**src/rtl/prog_delay_line_pkg.sv**
```systemverilog
`default_nettype none
// ============================================================================
// Package     : pdl_defs
// Description : Shared definitions for the programmable delay line.
//               - FSM state encoding
//               - clog2 helper
//               - delay clamp helper
// Revision    : 1.0 - initial release
// ============================================================================
package pdl_defs;

  typedef enum logic [1:0] {
    FILL   = 2'd0,
    SETTLE = 2'd1,
    RUN    = 2'd2
  } pdl_state_e;

  // Ceiling log2. The argument must be at least 1; pdl_clog2(1) returns 0.
  function automatic int pdl_clog2(input int value);
    int result;
    int v;
    result = 0;
    v      = value - 1;
    while (v > 0) begin
      result = result + 1;
      v      = v >>> 1;
    end
    return result;
  endfunction

  // Maps a requested delay onto the supported range 1..max_d.
  // A request of 0 behaves as 1; anything above max_d behaves as max_d.
  function automatic int unsigned pdl_clamp(input int unsigned req,
                                            input int unsigned max_d);
    if (req == 0) begin
      return 1;
    end
    if (req > max_d) begin
      return max_d;
    end
    return req;
  endfunction

endpackage
`default_nettype wire

```
**src/rtl/prog_delay_line_ring_ram.sv**
```systemverilog
`default_nettype none
// ============================================================================
// Module      : pdl_ring_ram
// Description : DEPTH x (WIDTH+1) register file backing the delay line.
//               - Synchronous write of one data word and its valid flag.
//               - Registered read, read-before-write: a read and a write to
//                 the same entry at one edge returns the old contents.
//               - clr_valid drops every stored valid flag at once; it takes
//                 precedence over a simultaneous write.
//               - rd_clr loads zero into the read register; rd_en loads the
//                 addressed entry; neither asserted holds the register.
//               - Read data is zeroed whenever the stored flag is 0.
// Ports       : clk, rst_n          clock, async active-low reset
//               wr_en/wr_idx        write strobe and index
//               wr_data/wr_valid    word and qualifier to store
//               clr_valid           clear all stored valid flags
//               rd_en/rd_clr/rd_idx read register load / zero / index
//               rd_data/rd_valid    registered read result
// Revision    : 1.0 - initial release
// ============================================================================
module pdl_ring_ram
  import pdl_defs::*;
#(
  parameter int WIDTH = 8,
  parameter int DEPTH = 16,
  parameter int AW    = pdl_clog2(DEPTH)
) (
  input  logic             clk,
  input  logic             rst_n,
  input  logic             wr_en,
  input  logic [AW-1:0]    wr_idx,
  input  logic [WIDTH-1:0] wr_data,
  input  logic             wr_valid,
  input  logic             clr_valid,
  input  logic             rd_en,
  input  logic             rd_clr,
  input  logic [AW-1:0]    rd_idx,
  output logic [WIDTH-1:0] rd_data,
  output logic             rd_valid
);

  // Data words carry no reset: they are only ever observed through a flag.
  logic [WIDTH-1:0] data_mem [DEPTH];
  logic [DEPTH-1:0] valid_mem;

  always_ff @(posedge clk) begin
    if (wr_en) begin
      data_mem[wr_idx] <= wr_data;
    end
  end

  always_ff @(posedge clk or negedge rst_n) begin
    if (!rst_n) begin
      valid_mem <= '0;
    end else if (clr_valid) begin
      valid_mem <= '0;
    end else if (wr_en) begin
      valid_mem[wr_idx] <= wr_valid;
    end
  end

  always_ff @(posedge clk or negedge rst_n) begin
    if (!rst_n) begin
      rd_valid <= 1'b0;
      rd_data  <= '0;
    end else if (rd_clr) begin
      rd_valid <= 1'b0;
      rd_data  <= '0;
    end else if (rd_en) begin
      rd_valid <= valid_mem[rd_idx];
      rd_data  <= valid_mem[rd_idx] ? data_mem[rd_idx] : '0;
    end
  end

endmodule
`default_nettype wire

```
**src/rtl/prog_delay_line.sv**
```systemverilog
`default_nettype none
// ============================================================================
// Module      : prog_delay_line
// Description : Run-time programmable WIDTH-bit delay line with a valid flag.
//               A sample captured at enabled edge k appears on out/out_valid
//               after enabled edge k+D, D = clamp(delay, 1, MAX_DELAY).
//               Output is held at zero while the line fills (after reset or
//               flush) or settles (after a delay change).
// Ports       : clk       system clock, rising edge
//               rst_n     asynchronous active-low reset
//               en        clock enable, low freezes the line
//               flush     clear all in-flight samples (acts even when en=0)
//               delay     requested delay in enabled cycles
//               in        input sample
//               in_valid  input qualifier
//               out       delayed sample, zero when out_valid=0
//               out_valid delayed qualifier
// Revision    : 1.0 - initial release
// ============================================================================
module prog_delay_line
  import pdl_defs::*;
#(
  parameter int WIDTH     = 8,
  parameter int MAX_DELAY = 16,
  parameter int DW        = $clog2(MAX_DELAY + 1)
) (
  input  logic             clk,
  input  logic             rst_n,
  input  logic             en,
  input  logic             flush,
  input  logic [DW-1:0]    delay,
  input  logic [WIDTH-1:0] in,
  input  logic             in_valid,
  output logic [WIDTH-1:0] out,
  output logic             out_valid
);

  localparam int            AW       = pdl_clog2(MAX_DELAY);
  localparam logic [AW-1:0] LAST_IDX = AW'(MAX_DELAY - 1);

  pdl_state_e    state_q, state_d;
  logic [DW-1:0] cnt_q, cnt_d;
  logic [DW-1:0] delay_q, delay_d;
  logic [AW-1:0] wr_ptr_q, wr_ptr_d;

  logic [DW-1:0] d_eff;
  logic [AW:0]   rd_sum;
  logic [AW-1:0] rd_idx;
  logic          wr_en;
  logic          rd_en;
  logic          rd_clr;

  assign d_eff = DW'(pdl_clamp(32'(delay), MAX_DELAY));

  // Read index = (wr_ptr - delay_q) mod MAX_DELAY. MAX_DELAY is added first
  // so the subtraction never underflows; delay_q = MAX_DELAY lands on the
  // entry being written, which read-before-write resolves to the old sample.
  assign rd_sum = {1'b0, wr_ptr_q} + (AW+1)'(MAX_DELAY) - (AW+1)'(delay_q);
  assign rd_idx = (rd_sum >= (AW+1)'(MAX_DELAY)) ? AW'(rd_sum - (AW+1)'(MAX_DELAY))
                                                 : AW'(rd_sum);

  always_ff @(posedge clk or negedge rst_n) begin
    if (!rst_n) begin
      state_q  <= FILL;
      cnt_q    <= '0;
      delay_q  <= DW'(1);
      wr_ptr_q <= '0;
    end else begin
      state_q  <= state_d;
      cnt_q    <= cnt_d;
      delay_q  <= delay_d;
      wr_ptr_q <= wr_ptr_d;
    end
  end

  always_comb begin
    state_d  = state_q;
    cnt_d    = cnt_q;
    delay_d  = delay_q;
    wr_ptr_d = wr_ptr_q;
    wr_en    = 1'b0;
    rd_en    = 1'b0;
    rd_clr   = 1'b0;

    if (flush) begin
      // Flush owns the edge: no capture, pointer stays put, output zeroed.
      state_d = FILL;
      cnt_d   = '0;
      rd_clr  = 1'b1;
      if (en) begin
        delay_d = d_eff;
      end
    end else if (en) begin
      wr_en    = 1'b1;
      wr_ptr_d = (wr_ptr_q == LAST_IDX) ? '0 : wr_ptr_q + 1'b1;
      if (d_eff != delay_q) begin
        // The change edge itself is the first of the D blanked edges.
        delay_d = d_eff;
        cnt_d   = d_eff;
        state_d = SETTLE;
        rd_clr  = 1'b1;
      end else begin
        case (state_q)
          FILL: begin
            // delay_q enabled edges since the fill began: the oldest
            // post-fill sample is now readable at this edge.
            if (cnt_q >= delay_q) begin
              state_d = RUN;
              rd_en   = 1'b1;
            end else begin
              cnt_d  = cnt_q + 1'b1;
              rd_clr = 1'b1;
            end
          end
          SETTLE: begin
            cnt_d = cnt_q - 1'b1;
            if (cnt_q <= DW'(1)) begin
              cnt_d   = '0;
              state_d = RUN;
              rd_en   = 1'b1;
            end else begin
              rd_clr = 1'b1;
            end
          end
          RUN: begin
            rd_en = 1'b1;
          end
          default: begin
            state_d = FILL;
            cnt_d   = '0;
            rd_clr  = 1'b1;
          end
        endcase
      end
    end
  end

  pdl_ring_ram #(
    .WIDTH (WIDTH),
    .DEPTH (MAX_DELAY),
    .AW    (AW)
  ) u_ram (
    .clk       (clk),
    .rst_n     (rst_n),
    .wr_en     (wr_en),
    .wr_idx    (wr_ptr_q),
    .wr_data   (in),
    .wr_valid  (in_valid),
    .clr_valid (flush),
    .rd_en     (rd_en),
    .rd_clr    (rd_clr),
    .rd_idx    (rd_idx),
    .rd_data   (out),
    .rd_valid  (out_valid)
  );

endmodule
`default_nettype wire
```
**config.mk**
```make
export PLATFORM = sky130hd
export DESIGN_NAME = prog_delay_line
export DESIGN_NICKNAME = d
export VERILOG_FILES = /design/src/rtl/prog_delay_line_pkg.sv /design/src/rtl/prog_delay_line_ring_ram.sv /design/src/rtl/prog_delay_line.sv
export SDC_FILE = /design/constraint.sdc
export NUM_CORES = 1
export LEC_CHECK = 0
export CAP_MARGIN = 20
export CELL_PAD_IN_SITES_DETAIL_PLACEMENT = 0
export CELL_PAD_IN_SITES_GLOBAL_PLACEMENT = 1
export CORE_UTILIZATION = 50
export CTS_CLUSTER_SIZE = 40
export DETAILED_ROUTE_END_ITERATION = 10
export PLACE_DENSITY = 0.76
export SETUP_SLACK_MARGIN = 0.2
export SYNTH_ARGS = -nofsm -noshare
export SYNTH_HDL_FRONTEND = slang
export SYNTH_HIERARCHICAL = 1
export SYNTH_SLANG_ARGS = --single-unit
```
**constraint.sdc**
```tcl
create_clock -name clk -period 3.23 [get_ports clk]
set_input_delay 0.4845 -clock clk [delete_from_list [all_inputs] [get_ports clk]]
set_output_delay 0.4845 -clock clk [all_outputs]
set_load 0.01 [all_outputs]
```
-- Word level (Yosys, flattened, before mapping)
Memories as Yosys holds them, arrays and structs flattened.
Index checks and enable logic that the tools add are counted.
- bits in registers: 41
- latch bits: 0
- memory bits (writable): 128
- bits in read-only memories: 0
- memories kept: 1
- add/sub/neg operators: 6
- $mul: 0
- divide/modulo/power cells: 0
- magnitude comparators: 7
- equality and inequality tests: 8
- shift operators: 0
- muxes and demuxes: 53
- bitwise operators: 1
- reduce and logical (&&, ||, !) cells: 11
- memory list (name ; words ; bits a word ; rd ports ; clocked after memory_dff ; wr ports ; line ; source):
    u_ram.data_mem ; 16 ; 8 ; 1 ; 0 ; 1 ; prog_delay_line_ring_ram.sv:43 ; logic [WIDTH-1:0] data_mem [DEPTH];
- operators with widths (kind ; number):
    2-to-1 mux 5 bit ; 12
    2-to-1 mux 16 bit ; 2
    2-to-1 mux 8 bit ; 3
    2-to-1 mux 1 bit ; 22
    bitwise mux 16 bit ; 1
    case mux 5 bit (3 select lines) ; 1
    inequality test 4 bit, second input constant ; 3
    < comparator 4 x 5 -> 1 bit, second input constant ; 2
    2-to-1 mux 2 bit ; 5
    2-to-1 mux 4 bit ; 2
    nonzero test 2 bit ; 4
    case mux 1 bit (3 select lines) ; 2
    case mux 2 bit (3 select lines) ; 1
    adder 4 x 5 -> 5 bit, second input constant ; 1
    adder 5 x 1 -> 5 bit, second input constant ; 1
    >= comparator 5 bit ; 1
    >= comparator 5 bit, second input constant ; 1
    greater-than comparator 5 bit, second input constant ; 1
    <= comparator 5 x 1 -> 1 bit, second input constant ; 1
    zero test 5 bit ; 1
    inequality test 5 bit ; 1
    subtractor 5 x 1 -> 5 bit, second input constant ; 1
    subtractor 5 bit ; 1
    adder 4 x 1 -> 4 bit, second input constant ; 1
    other kinds (14) ; 15

-- Logic depth before layout (Yosys ltp)
Gate-level depths: netlist (run 1).
- word-level depth: 11
- gate-level depth with buffers: 12
- depth with buffers taken out: 12

-- Cells and area by module
The synthesis (run 1) kept the hierarchy.
- by module, submodules not included (module ; instances ; cells an instance ; area an instance (µm²) ; sequential area each (µm²)):
    pdl_ring_ram ; 1 ; 321 ; 6082.1 ; 4469.3
    prog_delay_line ; 1 ; 167 ; 1435.1 ; 401.6

-- Worst setup path before layout (run 1)
No wires, ideal clock.
- path type: input to register
- start: input en
- end: register u_ram.valid_mem[0]
- arrival: 2487 ps
- data required time: 3098 ps
- path slack: 611 ps
- stages on the path: 7
- buffers on the path: 2
- cells stage by stage: nor2b_1 clkbuf_1 or3b_2 clkbuf_1 nor3_1 mux2i_1 nor2_1
- word-level cells in the longest chain between the ends: 3
- RTL lines (item ; line ; source):
    from (decl) ; prog_delay_line.sv:29 ; input logic en,
    2-to-1 mux 1 bit ; prog_delay_line.sv:93 ; end else if (en) begin
    2-to-1 mux 1 bit ; prog_delay_line.sv:85 ; if (flush) begin
    net wr_en ; prog_delay_line.sv:49 ; logic wr_en;
    nonzero test 2 bit (no line) ; - ;
    to (signal, indexed assignment) ; prog_delay_line_ring_ram.sv:58 ; valid_mem[wr_idx] <= wr_valid;
    to (decl) ; prog_delay_line_ring_ram.sv:44 ; logic [DEPTH-1:0] valid_mem;
The timed path passes the listed nets, and every way through them passes these cells.
A chain may end at the register's enable or synchronous reset.

-- Final worst setup path (run 1)
- start: register wr_ptr_q[0]
- end: register u_ram.rd_data[6]
- word-level cells in the longest chain between the ends: 9
- RTL lines (item ; line ; source):
    from (decl) ; prog_delay_line.sv:44 ; logic [AW-1:0] wr_ptr_q, wr_ptr_d;
    from (signal assigned) ; prog_delay_line.sv:72 ; wr_ptr_q <= wr_ptr_d;
    adder 4 x 5 -> 5 bit (*) ; prog_delay_line.sv:58 ; assign rd_sum = {1'b0, wr_ptr_q} + (AW+1)'(MAX_DELAY) - (AW+1)'(delay_q);
    subtractor 5 bit (*) ; prog_delay_line.sv:58 ;
    subtractor 4 x 1 -> 4 bit / >= comparator 5 bit (equally long branches) ; prog_delay_line.sv:59 ; assign rd_idx = (rd_sum >= (AW+1)'(MAX_DELAY)) ? AW'(rd_sum - (AW+1)'(MAX_DELAY))
    2-to-1 mux 4 bit (*) ; prog_delay_line.sv:59 ;
    net rd_idx[2] ; prog_delay_line.sv:48 ; logic [AW-1:0] rd_idx;
    binary-select mux 1 bit (select 4 bit) ; prog_delay_line_ring_ram.sv:71 ; rd_data <= valid_mem[rd_idx] ? data_mem[rd_idx] : '0;
    2-to-1 mux 1 bit (not written as such) ; prog_delay_line_ring_ram.sv:71 ;
    2-to-1 mux 8 bit (*) ; prog_delay_line_ring_ram.sv:71 ;
    2-to-1 mux 8 bit (*) ; prog_delay_line_ring_ram.sv:69 ; end else if (rd_en) begin
    2-to-1 mux 8 bit (*) ; prog_delay_line_ring_ram.sv:66 ; end else if (rd_clr) begin
    to (signal assigned) ; prog_delay_line_ring_ram.sv:71 ;
    to (decl) ; prog_delay_line_ring_ram.sv:38 ; output logic [WIDTH-1:0] rd_data,
Mark *: on every way through the listed nets, which the timed path passes. The rest lies on a longest branch. The select of a mux whose other input is x is not followed.

==> results_dict.tcl, run 1 <==
set metrics [dict create \
    status "complete, no violations" \
    core-area_mm2 0.01459 \
    worstPathRequired_ps 3540 \
    synth_area_mm2 0.007517 \
    grt_pass1_wl_um 24810 \
    peakVddDrop_mv 0.5086 \
    final_max_slew_viol_count 0 \
    layout.nets 574 \
    syn-num-nets 519 \
    min_path_type "in -> async" \
    crit_buf_inv 3 \
    period_needed_ps 2862 \
    setup_viol 0 \
    io_pins 27 \
    initial_utilization_pct 51.53 \
    dieArea_mm2 0.01553 \
    grt_start_max_net_pins 42 \
    drt_wl_total_um 15600 \
    overflow 0 \
    cts_sinks 169 \
    clock-root-buffer "clkbuf_16" \
    grt_setup_unrepaired "no" \
    timing.reg2reg.setup_slack_ps 370 \
    path_class "reg -> reg" \
    clock_latency_ps 430 \
    p_per_area_mw_per_mm2 758.0 \
    hold_viol 0 \
    ys_async_sr_fraction_pct 24.26 \
    synth-warning-count 6 \
    die_y_um 124.6 \
    cap_viol_max_count 0 \
    grt_usage_pct 21.59 \
    timing.rr.start "wr_ptr_q[0]" \
    cts_buffers 17 \
    reg2reg_to "u_ram/rd_data[6]" \
    crit_family "adder cells" \
    gp_congestion 0.8036 \
    slowest_delay_ps 450 \
    p_leak_nw 3.191 \
    synth_top_cell_by_area "edfxtp_1" \
    cp-start-kind "flip-flop" \
    max_freq_mhz 349.4 \
    drive_gt1_share_pct 18.17 \
    final_cell_mix "128 x edfxtp_1, 40 x nand2_1, 40 x dfrtp_1, 27 x nor2_1, 26 x buf_4" \
    min_period_over_period_pct 88.61 \
    slew_headroom_pct 58.56 \
    worst_setup_path_end_kind "flip-flop" \
    yosysTopAreaCellShare_pct 51.13 \
    die_x_um 124.6 \
    portBuffers 26 \
    critPathSlowestCell "dfrtp_1" \
    grt_pass1_vias 4511 \
    busiest_layer "met2" \
    vias_per_cell 6.016 \
    setup_tns_ps 0 \
    setup_slack_ps 367.9 \
    synth_area_leaders "edfxtp_1 51%, dfrtp_1 13%, mux4_2 6.6%" \
    drt_iter0_drc 393 \
    vias 4452 \
    worst_slew_pin_slew_ps 619.6 \
    area_growth_pct 17.36 \
    tritoncts "built" \
    ys.flop_type "edfxtp_1" \
    antenna_found_initial 0 \
    first_pass_iters 4 \
    antenna_cells 0 \
    synth_edf_count 128 \
    num_rows 44 \
    arrival_ps 3180 \
    clk_pin_slew_ps 70 \
    yosys.cell_types.count 65 \
    layout_commonest_cell "edfxtp_1" \
    p_total_mw 6.687 \
    crit_fanout 37 \
    syn_inst 488 \
    drtAntennaViolNets 0 \
    syn_area_per_cell_um2 15.40 \
    wl_per_cell_um 21.08 \
    ctsHtreeMaxLevel 4 \
    yosysSeqAreaShare_pct 64.80 \
    fin_util_pct 60.47 \
    worstPathCellList "inv_1 -> ha_1 -> fa_1 -> xnor2_2 -> buf_12 -> mux4_1 -> nor2_1 -> o31ai_4 -> buf_12 -> a22o_1" \
    dp_slack_ps -84.05 \
    cpMostUsedCell "buf_12" \
    grtUsageMet2_pct 34.71 \
    ys_ff_latch 169 \
    grtUsageMet1_pct 29.32 \
    grtUsageMet3_pct 5.241 \
    ctsLongestPathBuffers 2 \
    drcViolationCount 0 \
    finalClockSkew_ps 12.64 \
    dp_hpwl_um 10160 \
    rr_worst_depth 10 \
]
## synth_stat cells, drive strengths merged, types with 3 or more instances
library cell  number
a21o               3
dfrtp             40
clkbuf            14
nor3               7
a21oi             19
nand3b             5
nand3              6
nor2              27
edfxtp           128
mux4              34
a22oi             20
nand2b             4
o21ai             23
inv               16
xnor2              5
nand2             41
mux2i             12
buf                7
a22o               8
ha                12
and3               5
nor2b              6
a31oi              5
## logic make-up (layout without fill, tap and decap cells)
logic type | Yosys count | count (layout) | synth area share [%]
AOI/OAI and AO/OA | 101 | 101 | 9.571
xor gates and xnor gates | 6 | 6 | 0.6991
adders and majority gates | 13 | 13 | 2.264
buffers and inverters | 37 | 105 | 2.563
DFF | 169 | 169 | 64.80
muxes | 48 | 48 | 12.68
and+or+nand+nor | 114 | 114 | 7.424
## per-layer routing
metal  part of all wire [%]  up-vias
li1                       -     2045
met1                     43     2259
met2                     49      135
met3                    6.3       13
met4                    1.2        0
met5                      0        -
## layout make-up
class,instances,area [um^2]
timing repair buffer,57,540.5
tap,184,230.2
inverter,16,60.06
sequential,169,4871
clock inverter,15,234.0
fill,1094,5767
clock buffer,17,425.4
multi-input combinational,282,2461
## metrics by stage
stage / instances / instance area (um^2) / hold slack, ps
3_5_place_dp: 705 / 8113 / 467.1
3_3_place_gp: 705 / 8113 / 461.1
6_report: 740 / 8822 / 442.6
2_1_floorplan: 488 / 7517 / 188.9
4_1_cts: 737 / 8772 / 256.2
5_1_grt: 740 / 8822 / 456.1
## report_power, final
group	internal [mW]	switching, mW
clock network	1.33	0.895
logic	0.821	1.09
registers	2.45	0.103
## how the worst max path moves through the flow
stage | slack (ps) | cells after the start | from | endpoint
CTS | 370 | 11 | cnt_q[0] | u_ram/rd_data[6]
detailed placement | -80 | 9 | delay[4] | u_ram/rd_data[6]
floorplan | 610 | 7 | en | u_ram/valid_mem[0]
finish | 370 | 10 | wr_ptr_q[0] | u_ram/rd_data[6]
global placement | 70 | 9 | delay[4] | u_ram/rd_data[6]
global route | 200 | 11 | delay[4] | u_ram/rd_data[6]
## registers in the layout (all words and copies together) (netlist names)
name / count
cnt_q: 5
state_q: 2
u_ram/rd_data: 8
u_ram/data_mem: 128
delay_q: 5
wr_ptr_q: 4
u_ram/rd_valid: 1
u_ram/valid_mem: 16
## what timing repair did
action | 4_1_cts | 5_1_grt
hold endpoints to repair | 0 | 8
resized for setup | 0 | 1
setup endpoints to repair | 0 | 9
hold buffers | 0 | 1
buffers inserted | 0 | 1
No activity file was read; power rests on OpenSTA's default activity.
==> run 2, diff against run 1 <==
Settings changed: CAP_MARGIN 20 to unset, GPL_ROUTABILITY_DRIVEN set to 0.
==> run 2 against run 1 <==
  * First-iteration DRC count shrank 2.0%
  * Routed wire length is 0.37% higher
  * Clock power barely moved
  * Non-clock buffer count fell by 2
  * Global-route usage unchanged
  * Cell area fell by 0.34%
  * Largest power group unchanged
==> results_dict.tcl, run 2 (synthesized netlist as in run 1, its figures left out) <==
set metrics [dict create \
    ctsLongestPathBuffers 2 \
    worst_setup_path_end_kind "flip-flop" \
    peakVddDrop_mv 0.5099 \
    finalClockSkew_ps 9.362 \
    clock_latency_ps 430 \
    slew_headroom_pct 33.48 \
    die_y_um 124.6 \
    cts_buffers 17 \
    layout_commonest_cell "edfxtp_1" \
    drt_iter0_drc 385 \
    tritoncts "built" \
    worstPathRequired_ps 3540 \
    clock-root-buffer "clkbuf_16" \
    cp-startpoint "wr_ptr_q[0]" \
    overflow 0 \
    p_total_mw 6.687 \
    drcViolationCount 0 \
    worst_slew_pin_slew_ps 997.8 \
    top_regs "u_ram/data_mem: 128 flops, u_ram/valid_mem: 16 flops, u_ram/rd_data: 8 flops" \
    vias 4487 \
    crit_fanout 37 \
    dp_hpwl_um 10160 \
    vias_per_cell 6.080 \
    stdcell_area_mm2 0.008792 \
    nFillCells 1094 \
    core-area_mm2 0.01459 \
    arrival_ps 3180 \
    final_cell_mix "128 x edfxtp_1, 40 x nand2_1, 40 x dfrtp_1, 27 x nor2_1, 26 x buf_4" \
    antenna_found_initial 0 \
    final_max_slew_viol_count 0 \
    max_freq_mhz 349.2 \
    dieArea_mm2 0.01553 \
    grt_start_max_net_pins 42 \
    min_path_type "in -> async" \
    setup_slack_ps 365.9 \
    io_pins 27 \
    die_x_um 124.6 \
    wl_per_cell_um 21.21 \
    final_cells 738 \
    initial_utilization_pct 51.53 \
    min_period_over_period_pct 88.67 \
    area_growth_pct 16.96 \
    num_rows 44 \
    grt_usage_pct 21.59 \
    grt_setup_unrepaired "no" \
    setup_viol 0 \
    hold_viol 0 \
    antenna_cells 0 \
    ctsHtreeMaxLevel 4 \
    holdBufCountCts 0 \
    fin_util_pct 60.27 \
    top_register "u_ram/data_mem" \
    portBuffers 26 \
    first_pass_iters 5 \
    regArea_mm2 0.004871 \
    dp.cells 705 \
    drtAntennaViolNets 0 \
    cp-start-kind "flip-flop" \
    drt_wl_total_um 15660 \
    timing.rr.start "wr_ptr_q[0]" \
    holdWs_ps 226.4 \
    path_class "reg -> reg" \
    cap_viol_max_count 0 \
    largest_reg_flops 128 \
    p_per_area_mw_per_mm2 760.6 \
    period_needed_ps 2864 \
    setup_tns_ps 0 \
    grt_pass1_wl_um 24810 \
    status "complete, no violations" \
    layout.nets 572 \
    p_leak_nw 3.178 \
    drive_gt1_share_pct 18.05 \
    clk_pin_slew_ps 70 \
    grt_pass1_vias 4511 \
    placed_area_mm2 0.008113 \
    multi_input_area_mm2 0.002461 \
    cts_sinks 169 \
    dp_slack_ps -84.05 \
]
## run 2: cell count changes in the layout (fill, tap and decap cells not counted), sizes merged
| cell | change |
|---|---|
| dlygate4sd3 | -1 |
| buf | -1 |
## run 2: worst paths after layout
| path | cells past startpoint | endpoint | slack (ps) |
|---|---|---|---|
| setup / recovery | 10 | u_ram/rd_data[6] | 370 |
| hold / removal | 1 | wr_ptr_q[2] | 230 |
| setup reg to reg | 10 | u_ram/rd_data[6] | 370 |
| hold reg to reg | 1 | u_ram/rd_valid | 480 |
| max in group asynchronous | 1 | u_ram/rd_data[1] | 2390 |
| min in group clk | 1 | u_ram/rd_valid | 480 |
## run 2: metal layers
layer,up-vias,wire (um),track usage [%]
met4,0,182,6.378
li1,2037,-,-
met3,13,820,5.241
met1,2309,7014,29.32
met2,128,7638,34.71
met5,-,0,0
## run 2: final cells by class
class	instances	area share [%]
tap	184	2.618
clock inverter	15	2.661
multi-input combinational	282	27.99
clock buffer	17	4.838
inverter	16	0.6831
sequential	169	55.40
timing repair buffer	55	5.806
## run 2: critical path, stage by stage, from the launching register on
cell and delay [ps]:
dfrtp_1 450, inv_1 130, ha_1 220, fa_1 410
xnor2_2 210, buf_12 260, mux4_1 370, nor2_1 190
o31ai_4 110, buf_12 150, a22o_1 220
## run 2: repair_timing
| item | 4_1_cts | 5_1_grt |
|---|---|---|
| gates resized for setup | 0 | 1 |
| setup endpoints to repair | 0 | 9 |
| setup buffers | 0 | 1 |
## run 2: power breakdown
part	total, mW	internal (mW)	switching, mW	leakage, nW
Combinational	1.91	0.818	1.09	1.16
Clock	2.22	1.33	0.892	0.317
Sequential	2.55	2.45	0.103	1.70
Total	6.69	4.60	2.09	3.18
==> run 3, diff against run 2 <==
Settings changed: CORE_UTILIZATION 50 to 25, PLACE_DENSITY 0.76 to 0.43.
==> run 3 against run 2 <==
  * Global-route usage fell by 8.7 points
  * Hold slack improved by 14 ps
  * Clock skew rose by 9.3 ps
  * Via count fell by 1.6%
  * Power fell by 0.15%
  * Maximum frequency rose by 1.9%
  * Final cell count rose by 28%
  * Utilization fell by 30 points
  * Die area rose by 98%
  * Critical endpoint is now u_ram/rd_data[2]
  * Critical path type unchanged
  * Combinational power rose by 8%
==> results_dict.tcl, run 3 (synthesized netlist as in run 1, its figures left out) <==
set metrics [dict create \
    arrival_ps 3120 \
    setup_viol 0 \
    ctsLongestPathBuffers 2 \
    drive_gt1_share_pct 18.35 \
    timing.rr.start "wr_ptr_q[0]" \
    vias_per_cell 4.666 \
    overflow 0 \
    min_path_type "in -> async" \
    drt_iter0_drc 279 \
    grtUsageMet1_pct 18.06 \
    clk_pin_slew_ps 70 \
    final_max_slew_viol_count 0 \
    peakVddDrop_mv 0.4243 \
    antenna_found_initial 0 \
    drt_wl_total_um 18850 \
    final_cell_mix "128 x edfxtp_1, 40 x nand2_1, 40 x dfrtp_1, 28 x buf_4, 27 x nor2_1" \
    drcViolationCount 0 \
    top_regs "u_ram/data_mem: 128 flops, u_ram/valid_mem: 16 flops, u_ram/rd_data: 8 flops" \
    worst_setup_path_end_kind "flip-flop" \
    fin_util_pct 30.40 \
    busiest_layer "met2" \
    dp_hpwl_um 12730 \
    slew_headroom_pct 30.59 \
    holdBufCountCts 0 \
    layout.nets 574 \
    num_rows 63 \
    cts_buffers 17 \
    initial_utilization_pct 25.36 \
    path_class "reg -> reg" \
    cap_viol_max_count 0 \
    die_y_um 175.4 \
    drtAntennaViolNets 0 \
    cts_setup_buffers 0 \
    grt_start_max_net_pins 42 \
    min_period_over_period_pct 87.04 \
    grt_usage_pct 12.91 \
    worstPathRequired_ps 3540 \
    io_pins 27 \
    layout_commonest_cell "edfxtp_1" \
    vias 4414 \
    antenna_cells 0 \
    grtUsageMet2_pct 20.37 \
    area_growth_pct 19.87 \
    p_total_mw 6.677 \
    die_x_um 175.4 \
    ctsHtreeMaxLevel 4 \
    setup_slack_ps 418.5 \
    cts.repair.resized 0 \
    largest_reg_flops 128 \
    cp-start-kind "flip-flop" \
    dieArea_mm2 0.03077 \
    grt_setup_unrepaired "yes" \
    portBuffers 26 \
    hold_viol 0 \
    finalClockSkew_ps 18.66 \
    period_needed_ps 2811 \
    p_per_area_mw_per_mm2 740.9 \
    clock_latency_ps 430 \
    setup_tns_ps 0 \
    cts_sinks 169 \
    clock-root-buffer "clkbuf_16" \
    crit_fanout 37 \
    dp_slack_ps 47.35 \
    grt_pass1_vias 4666 \
    grtUsageMet3_pct 2.511 \
    max_freq_mhz 355.7 \
    wl_per_cell_um 19.93 \
    worst_slew_pin_slew_ps 1041 \
    cp-startpoint "wr_ptr_q[0]" \
    nFillCells 2999 \
    final_cells 946 \
    dp.cells 914 \
    p_leak_nw 3.163 \
    first_pass_iters 4 \
    core-area_mm2 0.02964 \
    grt_pass1_wl_um 29010 \
    top_register "u_ram/data_mem" \
    tritoncts "built" \
    status "complete, no violations" \
]
run 3: area by class of cell:
type	instances	area, um^2	area share, %
Inverter	16	60.06	0.6665
Timing Repair Buffer	57	525.5	5.832
Sequential cell	169	4871	54.05
Tap cell	390	488.0	5.415
Clock buffer	17	425.4	4.721
Multi-Input combinational cell	282	2466	27.37
Clock inverter	15	175.2	1.944
run 3: critical path, stage by stage, from the launching register on:
cell and delay (ps):
dfrtp_1 430, inv_1 120, ha_1 220, fa_1 420, xnor2_2 190, buf_12 270
mux4_1 400, a22oi_2 260, buf_4 140, nand2_1 50, a22o_1 170
run 3: routing by layer:
layer	share of wire, %	vias to the layer above
met5	0	-
met4	0.91	0
met3	3.4	13
met2	47	73
met1	49	2285
li1	-	2043
run 3: worst paths after layout:
| path | end | slack (ps) | depth (start not counted) |
|---|---|---|---|
| max reg2reg | u_ram/rd_data[2] | 420 | 10 |
| min | u_ram/valid_mem[15] | 240 | 1 |
| min in group clk | u_ram/rd_valid | 490 | 1 |
| max in group asynchronous | u_ram/rd_data[0] | 2340 | 1 |
| max | u_ram/rd_data[2] | 420 | 10 |
| min reg2reg | u_ram/rd_valid | 490 | 1 |
run 3: report_power, final:
group	switching [mW]	total (mW)	internal, mW
Sequential	0.102	2.55	2.45
Clock	0.961	2.07	1.11
Combinational	1.19	2.06	0.865
run 3: per-stage QoR:
step / area (um^2) / hold WS, ps
finish: 9011 / 240.4
global route: 9011 / 313.2
CTS: 9006 / 273.0
detailed placement: 8406 / 492.5
global placement: 8406 / 480.3
floorplan: 7517 / 188.9
